File: src/rtl/tile_pattern_gen_pkg.sv
// -----------------------------------------------------------------------------
// tile_pkg
// Shared constants and types for the tile pattern video source.
//   TMDS_ON / TMDS_OFF : DC-balanced data symbols for a fully lit / dark channel
//   CTL_00..CTL_11     : TMDS control symbols, index is {c1,c0} = {vsync,hsync}
//   rgb_t              : 3-bit on/off colour, {R,G,B}; bit n drives lane n
//   NUM_LANES / SYM_W  : lane count and symbol width of the TMDS output
// -----------------------------------------------------------------------------
package tile_pkg;

  localparam int NUM_LANES = 3;
  localparam int SYM_W     = 10;

  localparam logic [SYM_W-1:0] TMDS_ON  = 10'b1011110000;
  localparam logic [SYM_W-1:0] TMDS_OFF = 10'b0111110000;

  localparam logic [SYM_W-1:0] CTL_00 = 10'b1101010100;
  localparam logic [SYM_W-1:0] CTL_01 = 10'b0010101011;
  localparam logic [SYM_W-1:0] CTL_10 = 10'b0101010100;
  localparam logic [SYM_W-1:0] CTL_11 = 10'b1010101011;

  typedef logic [2:0] rgb_t;

  // Lane 0 control symbol during blanking, selected by {vsync,hsync}.
  function automatic logic [SYM_W-1:0] ctl_sym(input logic vs, input logic hs);
    logic [SYM_W-1:0] s;
    case ({vs, hs})
      2'b00:   s = CTL_00;
      2'b01:   s = CTL_01;
      2'b10:   s = CTL_10;
      default: s = CTL_11;
    endcase
    return s;
  endfunction

endpackage

File: src/rtl/tile_pattern_gen_timing.sv
// -----------------------------------------------------------------------------
// video_timing
// Horizontal/vertical raster counters for a VGA-style frame. Line and frame
// order is sync, back porch, active, front porch. All outputs are decoded
// combinationally from the current counter state; the caller registers them
// together with the pixel data so everything stays aligned.
//
// Ports:
//   clk_pix     in   pixel clock
//   resetn      in   asynchronous active-low reset (counters to hc=0, vc=0)
//   hsync       out  hc < H_SYNC (active high)
//   vsync       out  vc < V_SYNC (active high)
//   h_act       out  hc inside the horizontal active window
//   v_act       out  vc inside the vertical active window
//   line_end    out  last pixel of the line (hc wraps on the next edge)
//   frame_first out  hc == 0 and vc == 0
// -----------------------------------------------------------------------------
module video_timing #(
  parameter int H_ACTIVE = 640,
  parameter int H_FP     = 16,
  parameter int H_SYNC   = 96,
  parameter int H_BP     = 48,
  parameter int V_ACTIVE = 480,
  parameter int V_FP     = 10,
  parameter int V_SYNC   = 2,
  parameter int V_BP     = 33
) (
  input  logic clk_pix,
  input  logic resetn,
  output logic hsync,
  output logic vsync,
  output logic h_act,
  output logic v_act,
  output logic line_end,
  output logic frame_first
);

  localparam int H_TOTAL  = H_SYNC + H_BP + H_ACTIVE + H_FP;
  localparam int V_TOTAL  = V_SYNC + V_BP + V_ACTIVE + V_FP;
  localparam int HCW      = $clog2(H_TOTAL);
  localparam int VCW      = $clog2(V_TOTAL);
  localparam int H_ACT_LO = H_SYNC + H_BP;
  localparam int H_ACT_HI = H_ACT_LO + H_ACTIVE;
  localparam int V_ACT_LO = V_SYNC + V_BP;
  localparam int V_ACT_HI = V_ACT_LO + V_ACTIVE;

  logic [HCW-1:0] hc;
  logic [VCW-1:0] vc;
  logic           frame_end;

  assign line_end  = (hc == HCW'(H_TOTAL - 1));
  assign frame_end = (vc == VCW'(V_TOTAL - 1));

  always_ff @(posedge clk_pix or negedge resetn) begin
    if (!resetn) begin
      hc <= '0;
      vc <= '0;
    end else if (line_end) begin
      hc <= '0;
      vc <= frame_end ? '0 : vc + VCW'(1);
    end else begin
      hc <= hc + HCW'(1);
    end
  end

  // Window bounds can equal the total when a porch is zero, so compare at
  // 32 bits rather than truncating the bound to the counter width.
  assign hsync       = 32'(hc) < H_SYNC;
  assign vsync       = 32'(vc) < V_SYNC;
  assign h_act       = (32'(hc) >= H_ACT_LO) && (32'(hc) < H_ACT_HI);
  assign v_act       = (32'(vc) >= V_ACT_LO) && (32'(vc) < V_ACT_HI);
  assign frame_first = (hc == '0) && (vc == '0);

endmodule

File: src/rtl/tile_pattern_gen.sv
// -----------------------------------------------------------------------------
// tile_pattern_gen
// Pixel-clock video source for the DVI-D path. Renders a writable
// BMP_W x BMP_H 1-bit bitmap, magnified by SCALE_X / SCALE_Y, in selectable
// foreground/background colours, and emits three TMDS symbols per pixel.
// Symbols, de and frame_start are registered one cycle after the raster
// state that produced them.
//
// Build option:
//   TILE_CHECKER_EN  when defined, the bitmap read is replaced by a
//                    checkerboard (bmp_x[0] ^ bmp_y[0]); the write port is
//                    still accepted but has no visible effect.
//
// Ports:
//   clk_pix      in   pixel clock
//   resetn       in   asynchronous active-low reset
//   wr_en        in   bitmap row write strobe
//   wr_row       in   row index to write (rows >= BMP_H are ignored)
//   wr_data      in   row bits, bit BMP_W-1 is the leftmost pixel
//   fg_rgb       in   foreground colour {R,G,B}
//   bg_rgb       in   background colour {R,G,B}
//   c0_symbol    out  blue / control TMDS symbol
//   c1_symbol    out  green TMDS symbol
//   c2_symbol    out  red TMDS symbol
//   frame_start  out  pulse for the hc=0, vc=0 pixel
//   de           out  data enable, aligned with the symbols
// -----------------------------------------------------------------------------
module tile_pattern_gen
  import tile_pkg::*;
#(
  parameter int H_ACTIVE = 640,
  parameter int H_FP     = 16,
  parameter int H_SYNC   = 96,
  parameter int H_BP     = 48,
  parameter int V_ACTIVE = 480,
  parameter int V_FP     = 10,
  parameter int V_SYNC   = 2,
  parameter int V_BP     = 33,
  parameter int BMP_W    = 32,
  parameter int BMP_H    = 32,
  parameter int SCALE_X  = 20,
  parameter int SCALE_Y  = 15
) (
  input  logic                     clk_pix,
  input  logic                     resetn,
  input  logic                     wr_en,
  input  logic [$clog2(BMP_H)-1:0] wr_row,
  input  logic [BMP_W-1:0]         wr_data,
  input  logic [2:0]               fg_rgb,
  input  logic [2:0]               bg_rgb,
  output logic [9:0]               c0_symbol,
  output logic [9:0]               c1_symbol,
  output logic [9:0]               c2_symbol,
  output logic                     frame_start,
  output logic                     de
);

  // bmp_x / bmp_y need one extra code for the saturated "outside" value.
  localparam int XW  = $clog2(BMP_W + 1);
  localparam int YW  = $clog2(BMP_H + 1);
  localparam int CW  = $clog2(BMP_W);
  localparam int RW  = $clog2(BMP_H);
  localparam int SXW = (SCALE_X > 1) ? $clog2(SCALE_X) : 1;
  localparam int SYW = (SCALE_Y > 1) ? $clog2(SCALE_Y) : 1;

  // ---------------------------------------------------------------------------
  // Raster timing
  // ---------------------------------------------------------------------------
  logic hsync, vsync, h_act, v_act, line_end, frame_first, active;

  video_timing #(
    .H_ACTIVE (H_ACTIVE), .H_FP (H_FP), .H_SYNC (H_SYNC), .H_BP (H_BP),
    .V_ACTIVE (V_ACTIVE), .V_FP (V_FP), .V_SYNC (V_SYNC), .V_BP (V_BP)
  ) u_timing (
    .clk_pix     (clk_pix),
    .resetn      (resetn),
    .hsync       (hsync),
    .vsync       (vsync),
    .h_act       (h_act),
    .v_act       (v_act),
    .line_end    (line_end),
    .frame_first (frame_first)
  );

  assign active = h_act & v_act;

  // ---------------------------------------------------------------------------
  // Bitmap addressing: sub-pixel counters step the bitmap coordinate every
  // SCALE pixels/lines, so no divider is needed. Coordinates are held at 0
  // throughout blanking, which makes them 0 on the first active pixel/line.
  // ---------------------------------------------------------------------------
  logic [SXW-1:0] sub_x;
  logic [SYW-1:0] sub_y;
  logic [XW-1:0]  bmp_x;
  logic [YW-1:0]  bmp_y;
  logic           x_sat, y_sat, in_bmp;

  assign x_sat  = (bmp_x == XW'(BMP_W));
  assign y_sat  = (bmp_y == YW'(BMP_H));
  assign in_bmp = ~x_sat & ~y_sat;

  always_ff @(posedge clk_pix or negedge resetn) begin
    if (!resetn) begin
      sub_x <= '0;
      bmp_x <= '0;
    end else if (!h_act) begin
      sub_x <= '0;
      bmp_x <= '0;
    end else if (!x_sat) begin
      if (sub_x == SXW'(SCALE_X - 1)) begin
        sub_x <= '0;
        bmp_x <= bmp_x + XW'(1);
      end else begin
        sub_x <= sub_x + SXW'(1);
      end
    end
  end

  // Vertical coordinate advances once per active line, at its last pixel.
  always_ff @(posedge clk_pix or negedge resetn) begin
    if (!resetn) begin
      sub_y <= '0;
      bmp_y <= '0;
    end else if (line_end) begin
      if (!v_act) begin
        sub_y <= '0;
        bmp_y <= '0;
      end else if (!y_sat) begin
        if (sub_y == SYW'(SCALE_Y - 1)) begin
          sub_y <= '0;
          bmp_y <= bmp_y + YW'(1);
        end else begin
          sub_y <= sub_y + SYW'(1);
        end
      end
    end
  end

  // ---------------------------------------------------------------------------
  // Pixel source
  // ---------------------------------------------------------------------------
  logic pix_bit;

`ifdef TILE_CHECKER_EN
  logic unused_wr;
  assign unused_wr = ^{wr_en, wr_row, wr_data};
  assign pix_bit   = in_bmp & (bmp_x[0] ^ bmp_y[0]);
`else
  // Storage is deliberately not reset. The read is combinational from the
  // array state, so a write to the displayed row lands after this pixel's
  // symbol has been captured: same-cycle read returns the old row.
  logic [BMP_W-1:0] bitmap [BMP_H];
  logic [BMP_W-1:0] row_bits;
  logic [CW-1:0]    col_idx;

  always_ff @(posedge clk_pix) begin
    if (wr_en && (32'(wr_row) < BMP_H)) begin
      bitmap[wr_row] <= wr_data;
    end
  end

  // Out-of-range row/column codes only occur when saturated, and in_bmp
  // masks the result in that case.
  assign row_bits = bitmap[bmp_y[RW-1:0]];
  assign col_idx  = CW'(BMP_W - 1) - bmp_x[CW-1:0];
  assign pix_bit  = in_bmp & row_bits[col_idx];
`endif

  // ---------------------------------------------------------------------------
  // Symbol select per lane and output register
  // ---------------------------------------------------------------------------
  rgb_t                                 colour;
  logic [NUM_LANES-1:0][SYM_W-1:0] sym_d;
  logic [NUM_LANES-1:0][SYM_W-1:0] sym_q;

  assign colour = pix_bit ? rgb_t'(fg_rgb) : rgb_t'(bg_rgb);

  for (genvar l = 0; l < NUM_LANES; l++) begin : g_lane
    if (l == 0) begin : g_ctl
      assign sym_d[l] = active ? (colour[l] ? TMDS_ON : TMDS_OFF)
                               : ctl_sym(vsync, hsync);
    end else begin : g_dat
      assign sym_d[l] = active ? (colour[l] ? TMDS_ON : TMDS_OFF) : CTL_00;
    end
  end

  always_ff @(posedge clk_pix or negedge resetn) begin
    if (!resetn) begin
      sym_q       <= {NUM_LANES{CTL_00}};
      de          <= 1'b0;
      frame_start <= 1'b0;
    end else begin
      sym_q       <= sym_d;
      de          <= active;
      frame_start <= frame_first;
    end
  end

  assign c0_symbol = sym_q[0];
  assign c1_symbol = sym_q[1];
  assign c2_symbol = sym_q[2];

endmodule

File: config.mk
export PLATFORM = sky130hd
export DESIGN_NAME = tile_pattern_gen
export DESIGN_NICKNAME = d
export VERILOG_FILES = /design/src/rtl/tile_pattern_gen_pkg.sv /design/src/rtl/tile_pattern_gen_timing.sv /design/src/rtl/tile_pattern_gen.sv
export SDC_FILE = /design/constraint.sdc
export NUM_CORES = 1
export LEC_CHECK = 0
export CORE_MARGIN = 2
export CORE_UTILIZATION = 30
export DETAILED_ROUTE_END_ITERATION = 12
export PLACE_DENSITY = 0.47
export RECOVER_POWER = 50
export SLEW_MARGIN = 30
export SYNTH_ARGS = -nofsm -noshare
export SYNTH_HDL_FRONTEND = slang
export SYNTH_SLANG_ARGS = --single-unit
File: constraint.sdc
create_clock -name clk_pix -period 3.6 [get_ports clk_pix]
set_input_delay 0.72 -clock clk_pix [delete_from_list [all_inputs] [get_ports clk_pix]]
set_output_delay 0.72 -clock clk_pix [all_outputs]
set_load 0.05 [all_outputs]
# Word-level counts from Yosys, hierarchy flattened
# Memories as Yosys holds them, arrays and structs flattened.
# Index checks and enable logic that the tools add are counted.
# totals
ff_bits	73
ram_bits	1024
in_bits	46
memories	1
# memory_table
name	depth	width	read_ports	rd_clocked_by_memory_dff	write_ports	line	rtl
bitmap	32	32	1	0	1	tile_pattern_gen.sv:152	logic [BMP_W-1:0] bitmap [BMP_H];
# classes
n_addsub	7
n_lt_le_gt_ge	7
n_eq_ne	12
muxes	26
bitwise_logic	5
reduce_logical	9
# ops
cell	n
$mux 10	8
$mux 6	6
$pmux 10 s3	1
$add 10x1->10 const B	2
$eq 10x10->1 const B	2
$logic_not 10->1	2
$lt 10x10->1 const B	2
$mux 5	3
$add 6x1->6 const B	2
$eq 6x6->1 const B	2
$mux 4	3
$ge 10x6->1 const B	1
$ge 10x8->1 const B	1
$lt 10x2->1 const B	1
$lt 10x7->1 const B	1
$lt 5x6->1 const B	1
$add 5x1->5 const B	1
$bmux 1 s5	1
$eq 5x5->1 const B	1
$sub 5x5->5 const A	1
$add 4x1->4 const B	1
$eq 4x4->1 const B	1
$ne 2x1->1 const B	2
$ne 2x2->1 const B	2
10 further kinds	18

# Logic depth before layout (Yosys ltp)
# Gate-level depths: netlist of run 1.
# logic_depth
depth_word	7
mapped_depth	15

# Hierarchy
# A second synthesis of run 1 with hierarchy kept.
# hier_totals
hier_cells	2126
hier_area_um2	42399.4
# modules_own_cells
mod	n_inst	cells_per_inst	area_each_um2	seq_area_each_um2
tile_pattern_gen	1	2015	41239.6	31611.6
video_timing	1	111	1159.9	500.5

# Worst setup path before layout of run 1
# No wires, ideal clock.
# synth_path
path_kind	reg2reg
from	register bmp_y[0]
to	register sym_q, in the netlist c0_symbol[9]
setup_time_ps	77
arrival_ps	3139
slack_ps	384
stages_incl_launch_ff	15
n_path_buf	5
synth_period_minus_slack_ps	3216
cell_sequence	dfrtp_1 -> buf_6 -> buf_6 -> buf_6 -> buf_6 -> buf_4 -> mux2_2 -> a221oi_1 -> a22oi_1 -> o211ai_1 -> o32ai_1 -> nor4_1 -> nor4_2 -> mux2_4 -> a21o_1
# synth_rtl
item	line	rtl
start: declaration	tile_pattern_gen.sv:95	logic [YW-1:0] bmp_y;
start signal: assignment	tile_pattern_gen.sv:131	bmp_y <= bmp_y + YW'(1);
end signal: assignment	tile_pattern_gen.sv:189	sym_q <= {NUM_LANES{CTL_00}};
end signal: assignment	tile_pattern_gen.sv:193	sym_q <= sym_d;
end: declaration	tile_pattern_gen.sv:174	logic [NUM_LANES-1:0][SYM_W-1:0] sym_q;

==> results of run 1 <==
final timing paths:
check	to	slack, ns	depth (start not counted)
max	c1_symbol[8]	-0.10	14
min	sub_y[3]	0.49	1
max reg2reg	c1_symbol[8]	-0.10	14
min reg2reg	sub_y[3]	0.49	1
max in group asynchronous	bmp_y[0]	0.85	2
min in group asynchronous	frame_start	0.50	1
worst max-delay path: stages (launching register included):
cell	delay [ns]
dfrtp_4	0.52
buf_12	0.17
buf_12	0.15
buf_12	0.14
mux4_2	0.35
mux4_2	0.24
nand2b_4	0.14
a21oi_4	0.07
buf_6	0.15
a311oi_4	0.39
a311oi_4	0.08
nor4_4	0.56
buf_4	0.26
mux2i_4	0.23
nand2b_1	0.12
logic make-up (layout without fill, tap and decap cells):
kind of cell | after synthesis | after routing | share of synthesized area
AND/OR/NAND/NOR | 275 | 275 | 0.03093
other | 2 | 11 | 0.0001775
multiplexers | 341 | 341 | 0.1464
XOR/XNOR | 17 | 17 | 0.003519
buffers and inverters | 141 | 545 | 0.01940
flip-flops | 1078 | 1078 | 0.7589
adder cells (fa/ha/maj) | 11 | 11 | 0.003252
AO/OA/AOI/OAI | 218 | 218 | 0.03746
area by class of cell:
class	instances	area [um^2]	area share
diodes	1	2.502	0.00004863
clock inverters	69	553.0	0.01075
flip-flops and latches	1078	32120	0.6242
clock buffers	141	2954	0.05740
well taps	1876	2347	0.04561
repair buffers	318	3364	0.06538
multi-input cells	872	10050	0.1953
inverters	17	66.31	0.001289
registers in the layout (all words and copies together), names as in the netlist:
register	cells
c2_symbol	2
bmp_y	6
bmp_x	6
u_timing.hc	10
u_timing.vc	10
c0_symbol	6
bitmap	1024
c1_symbol	4
sub_y	4
frame_start	1
sub_x	5
repair_timing:
action | CTS | global route
hold buffers | 0 | 0
gates cloned | 6 | 0
resized for setup | 95 | 9
pin swaps | 27 | 4
buffers inserted | 26 | 3
endpoints found under the setup margin | 6 | 6
through the flow:
| stage | worst slack [ns] | cell area, um^2 | setup TNS [ns] |
|---|---|---|---|
| final | -0.1010 | 51460 | -0.3536 |
| after global routing | -0.1526 | 51460 | -0.6946 |
| after detailed placement | -0.7440 | 47180 | -4.364 |
| after floorplan | 0.3842 | 42350 | 0 |
| after global placement | -0.8010 | 47180 | -4.650 |
| after CTS | -0.01286 | 51590 | -0.02258 |
layer usage:
metal	vias up	share of wire	track usage
li1	9275	-	-
met1	12350	0.43	0.2424
met2	788	0.49	0.2912
met3	218	0.055	0.02868
met4	6	0.028	0.05194
met5	-	0.00032	0
report_power, final:
part | internal, mW | total [mW] | leakage [nW] | switching [mW]
logic | 0.0906 | 0.436 | 4.44 | 0.345
clock network | 6.30 | 11.2 | 1.71 | 4.87
registers | 13.9 | 13.9 | 9.91 | 0.0294
total | 20.3 | 25.5 | 16.1 | 5.24
synth_stat cells, types with 6 or more instances:
master and count:
xor2_1 8, nor2b_1 10, and3_1 6, a22o_1 9, mux4_2 219, mux2_1 9, a211o_1 9, nand4_1 7
o21ai_0 34, buf_1 7, a31oi_1 6, a221oi_1 13, mux2_2 20, o221ai_1 23, xnor2_1 9, buf_2 23
mux2i_1 92, edfxtp_1 1024, a21oi_1 27, dfstp_2 9, inv_1 17, nand3_1 34, nor4_1 6, nand3b_1 7
buf_6 18, nand2b_1 10, o31ai_1 8, nor2_1 87, nor3_1 7, buf_4 34, ha_1 11, o22ai_1 10
nand2_1 73, o21ai_1 6, dfrtp_1 45, or3_1 7, clkbuf_1 42, a22oi_1 21
==> flow_metrics.py, run 1 <==
metrics = {
    "layout": {
        "area_delta_synth_final_pct": 21.61,
        "fin_util": 0.3684,
        "stdcell_count": 4372,
        "final_common_cell": "edfxtp_1",
        "final_nets": 2456,
        "fillers": 12850,
        "final_cell_mix": "edfxtp_1, mux4_2, buf_4",
        "layout-drive-gt1-share": 0.3014,
    },
    "power": {
        "ir_drop_mv": 0.4081,
        "leakage_nw": 16.06,
        "power_density_nw_per_um2": 495.8,
        "power_mw": 25.52,
    },
    "floorplanning": {
        "die_w_um": 379.6,
        "initial_core_util": 0.3029,
        "rows": 137,
        "die_area_um2": 144100,
        "core_um2": 139700,
        "io_pins": 78,
        "die_y_um": 379.6,
    },
    "clock_tree": {
        "cts_buffers": 112,
        "ctsRootBufferMaster": "clkbuf_16",
        "clk_pin_slew_ns": 0.06,
        "cts_max_path_buffers": 3,
        "cts.sinks": 1078,
        "htree_num_levels": 3,
        "insertion_delay_ns": 0.73,
        "cts_tree": "built",
    },
    "logic_synthesis": {
        "ys_seq_area_frac": 0.7589,
        "synth_cell_type_count": 73,
        "synth_area_um2": 42320,
        "synth.avg_cell_area_um2": 20.31,
        "synthTopCellsByArea": "edfxtp_1, mux4_2, dfrtp_1",
        "synth-edff-count": 1024,
        "netlist.area_leader.share": 0.7267,
        "yosys.area.top_type": "edfxtp_1",
        "netlist_instances": 2083,
        "synth_flop_cell": "edfxtp_1",
        "async_flop_share": 0.05009,
        "yosys_warnings": 0,
        "ys_ff_latch": 1078,
    },
    "sta": {
        "drv_slew": 35,
        "tightest_slew_ns": 1.845,
        "fin_ws_ns": -0.1010,
        "skew_ns": 0.02734,
        "slew_headroom": -0.2303,
        "clock.fmax_mhz": 270.2,
        "period_needed_ns": 3.701,
        "rsz0062_at_grt": "true",
        "fin_crit_sh": 1.028,
        "fin_hold_ws_ns": 0.4868,
        "setup_violations": 5,
        "hold_violations": 0,
    },
    "routing": {
        "wl_per_cell_um": 29.49,
        "drtPass1Iterations": 7,
        "avgViaCountPerCell": 5.178,
        "wl_um": 128900,
        "initialDrtViolationCount": 2328,
        "remaining_drc_errors": 0,
        "final_antenna_net_count": 0,
        "via_count": 22640,
    },
    "global_routing": {
        "grt_overflow": 0,
        "grt_pass1_wl_um": 179800,
        "grt_use_total": 0.1773,
        "antenna_found_initial": 6,
        "grt_pass1_vias": 23210,
        "grt_max_degree": 38,
    },
    "critical_path": {
        "worstPathRequired_ns": 4.24,
        "cp-end-kind": "register",
        "cp.arrival_ns": 4.34,
        "start_kind": "register",
        "critical_path_class": "reg2reg",
        "worstPathMaxFanout": 7,
        "r2r-start": "bmp_y[0]",
        "worstSetupStartpoint": "bmp_y[0]",
    },
    "outcome": {
        "violations": "max-capacitance violations, max-slew violations, negative setup slack",
        "status": "finished, violations left",
    },
    "worst_hold_path": {
        "worstHoldStart": "sub_y[3]",
        "min_path_type": "reg2reg",
    },
    "flow_run": {
        "maxCapViolCount": 1,
    },
    "placement": {
        "numPortBuffers": 67,
        "place_inst": 4130,
        "dpl.hpwl_um": 74830,
        "gp_congestion": 0.7824,
    },
}
Note: power is estimated with default switching activity, not from simulation.
==> run 2: changes to the inputs <==
--- a/config.mk
+++ b/config.mk
@@ -5,9 +5,10 @@
 export SDC_FILE = /design/constraint.sdc
 export NUM_CORES = 1
 export LEC_CHECK = 0
-export CORE_MARGIN = 2
+export CORE_MARGIN = 5
 export CORE_UTILIZATION = 30
 export DETAILED_ROUTE_END_ITERATION = 12
+export GPL_ROUTABILITY_DRIVEN = 0
 export PLACE_DENSITY = 0.47
 export RECOVER_POWER = 50
 export SLEW_MARGIN = 30
==> flow_metrics.py, run 2 (synthesis results as in run 1) <==
metrics = {
    "critical_path": {
        "start_kind": "register",
        "cp.arrival_ns": 4.37,
        "cp-end-kind": "register",
        "worstPathRequired_ns": 4.26,
        "critical_path_class": "reg2reg",
        "worstPathMaxFanout": 10,
    },
    "global_routing": {
        "grt_pass1_wl_um": 181900,
        "grt_pass1_vias": 23300,
        "grt_max_degree": 44,
        "grt_overflow": 0,
        "antenna_found_initial": 5,
        "grt_use_total": 0.1742,
    },
    "power": {
        "power_density_nw_per_um2": 501.3,
        "leakage_nw": 15.97,
        "ir_drop_mv": 0.4203,
    },
    "clock_tree": {
        "htree_num_levels": 3,
        "insertion_delay_ns": 0.75,
        "clk_pin_slew_ns": 0.06,
        "cts_buffers": 114,
        "cts_tree": "built",
        "cts.sinks": 1078,
        "cts_max_path_buffers": 3,
        "ctsRootBufferMaster": "clkbuf_16",
    },
    "placement": {
        "numPortBuffers": 67,
        "dpl.hpwl_um": 74760,
        "place_inst": 4133,
    },
    "sta": {
        "fin_hold_ws_ns": 0.4922,
        "rsz0062_at_grt": "true",
        "slew_headroom": -0.7127,
        "period_needed_ns": 3.713,
        "hold_violations": 0,
        "setup_violations": 6,
        "tightest_slew_ns": 2.569,
        "drv_slew": 110,
        "skew_ns": 0.04890,
        "fin_ws_ns": -0.1129,
        "clock.fmax_mhz": 269.3,
        "fin_crit_sh": 1.031,
    },
    "routing": {
        "routed.top_layer": "met5",
        "via_count": 22440,
        "wl_um": 129900,
        "final_antenna_net_count": 0,
        "avgViaCountPerCell": 5.144,
        "met2_length_um": 62350,
        "remaining_drc_errors": 0,
        "initialDrtViolationCount": 2325,
        "drtPass1Iterations": 5,
        "wl_per_cell_um": 29.77,
        "wl_met1_um": 56670,
        "wl_met3_um": 7946,
    },
    "layout": {
        "area_delta_synth_final_pct": 21.01,
        "final_nets": 2451,
        "reg.largest.list": "bitmap (1024), u_timing.hc (10), u_timing.vc (10)",
        "final_common_cell": "edfxtp_1",
        "stdcell_count": 4362,
        "largest_register_ff_count": 1024,
        "final_cell_mix": "edfxtp_1, mux4_2, buf_4",
        "regMostFlops": "bitmap",
        "layout-drive-gt1-share": 0.2889,
        "fin_util": 0.3661,
        "fillers": 12960,
    },
    "floorplanning": {
        "io_pins": 78,
        "core_um2": 139900,
        "die_y_um": 385.6,
        "rows": 137,
        "die_area_um2": 148700,
        "initial_core_util": 0.3025,
        "die_w_um": 385.6,
    },
    "outcome": {
        "violations": "max-capacitance violations, max-slew violations, negative setup slack",
        "status": "finished, violations left",
    },
    "flow_run": {
        "maxCapViolCount": 3,
    },
    "worst_hold_path": {
        "min_path_type": "reg2reg",
    },
}
run 2: changes by cell type in the layout (fill, tap and decap cells not counted), moves of 4 or more:
cell / previous run / this run
buf_6: 7 / 2
buf_12: 57 / 70
a221oi_2: 9 / 5
clkinvlp_4: 5 / 1
a221oi_1: 3 / 8
buf_4: 169 / 162
buf_16: 6 / 2
bufbuf_16: 5 / 0
run 2: final timing paths:
kind	startpoint	end	slack [ns]	cells after the start
worst max-delay path	bmp_y[0]	c0_symbol[9]	-0.11	14
worst min register to register	sub_y[3]	sub_y[3]	0.49	1
max in group asynchronous	resetn	bmp_y[2]	0.75	3
min in group asynchronous	resetn	u_timing.vc[7]	1.36	2
worst min-delay path	sub_y[3]	sub_y[3]	0.49	1
worst max register to register	bmp_y[0]	c0_symbol[9]	-0.11	14
run 2: report_power, final:
| group | switching (mW) | leakage (nW) | internal [mW] |
|---|---|---|---|
| clock | 4.87 | 1.74 | 6.45 |
| combinational | 0.347 | 4.31 | 0.0949 |
| sequential | 0.0300 | 9.91 | 13.9 |
run 2: final cells by class:
| type | count | area [um^2] | share of cell area |
|---|---|---|---|
| inverter | 17 | 63.81 | 0.001246 |
| tap | 1876 | 2347 | 0.04584 |
| antenna | 1 | 2.502 | 0.00004887 |
| clock buffer | 146 | 3004 | 0.05867 |
| multi-input combinational | 872 | 9843 | 0.1922 |
| clock inverter | 61 | 560.5 | 0.01095 |
| timing repair buffer | 311 | 3259 | 0.06365 |
| sequential | 1078 | 32120 | 0.6274 |
run 2: stage by stage:
step	instance area [um^2]	total power [mW]	setup TNS, ns	setup slack, ns
final	51200	25.67	-0.5087	-0.1129
after global routing	51200	26.50	-1.036	-0.1877
after CTS	51160	25.95	-0.4229	-0.09571
after detailed placement	47340	14.65	-2.604	-0.4601
after global placement	47340	14.62	-1.851	-0.3632
after floorplan	42350	14.28	0	0.3842
run 2: worst max-delay path: stages (launching register included):
cell       delay (ns)
dfrtp_4          0.52
buf_12           0.15
buf_12           0.12
clkbuf_16        0.17
mux4_2           0.42
mux2_2           0.29
a221oi_2         0.22
nor2_1           0.08
buf_4            0.16
o31a_1           0.36
a311oi_4         0.41
nor4_4           0.07
buf_12           0.16
mux2_4           0.30
a21o_1           0.18
run 2: what timing repair did:
action                                  CTS  global route
setup buffers                             9            10
hold endpoints to repair                 32             0
endpoints found under the setup margin    6             6
hold buffers                              1             0
pin swaps                                 3             7
resized for setup                        24            21
cloned                                    1             1
run 2: metal layers:
layer	vias up	global-route usage
li1	9246	-
met1	12250	0.2440
met2	776	0.2853
met3	170	0.03085
met4	2	0.03926
met5	-	0
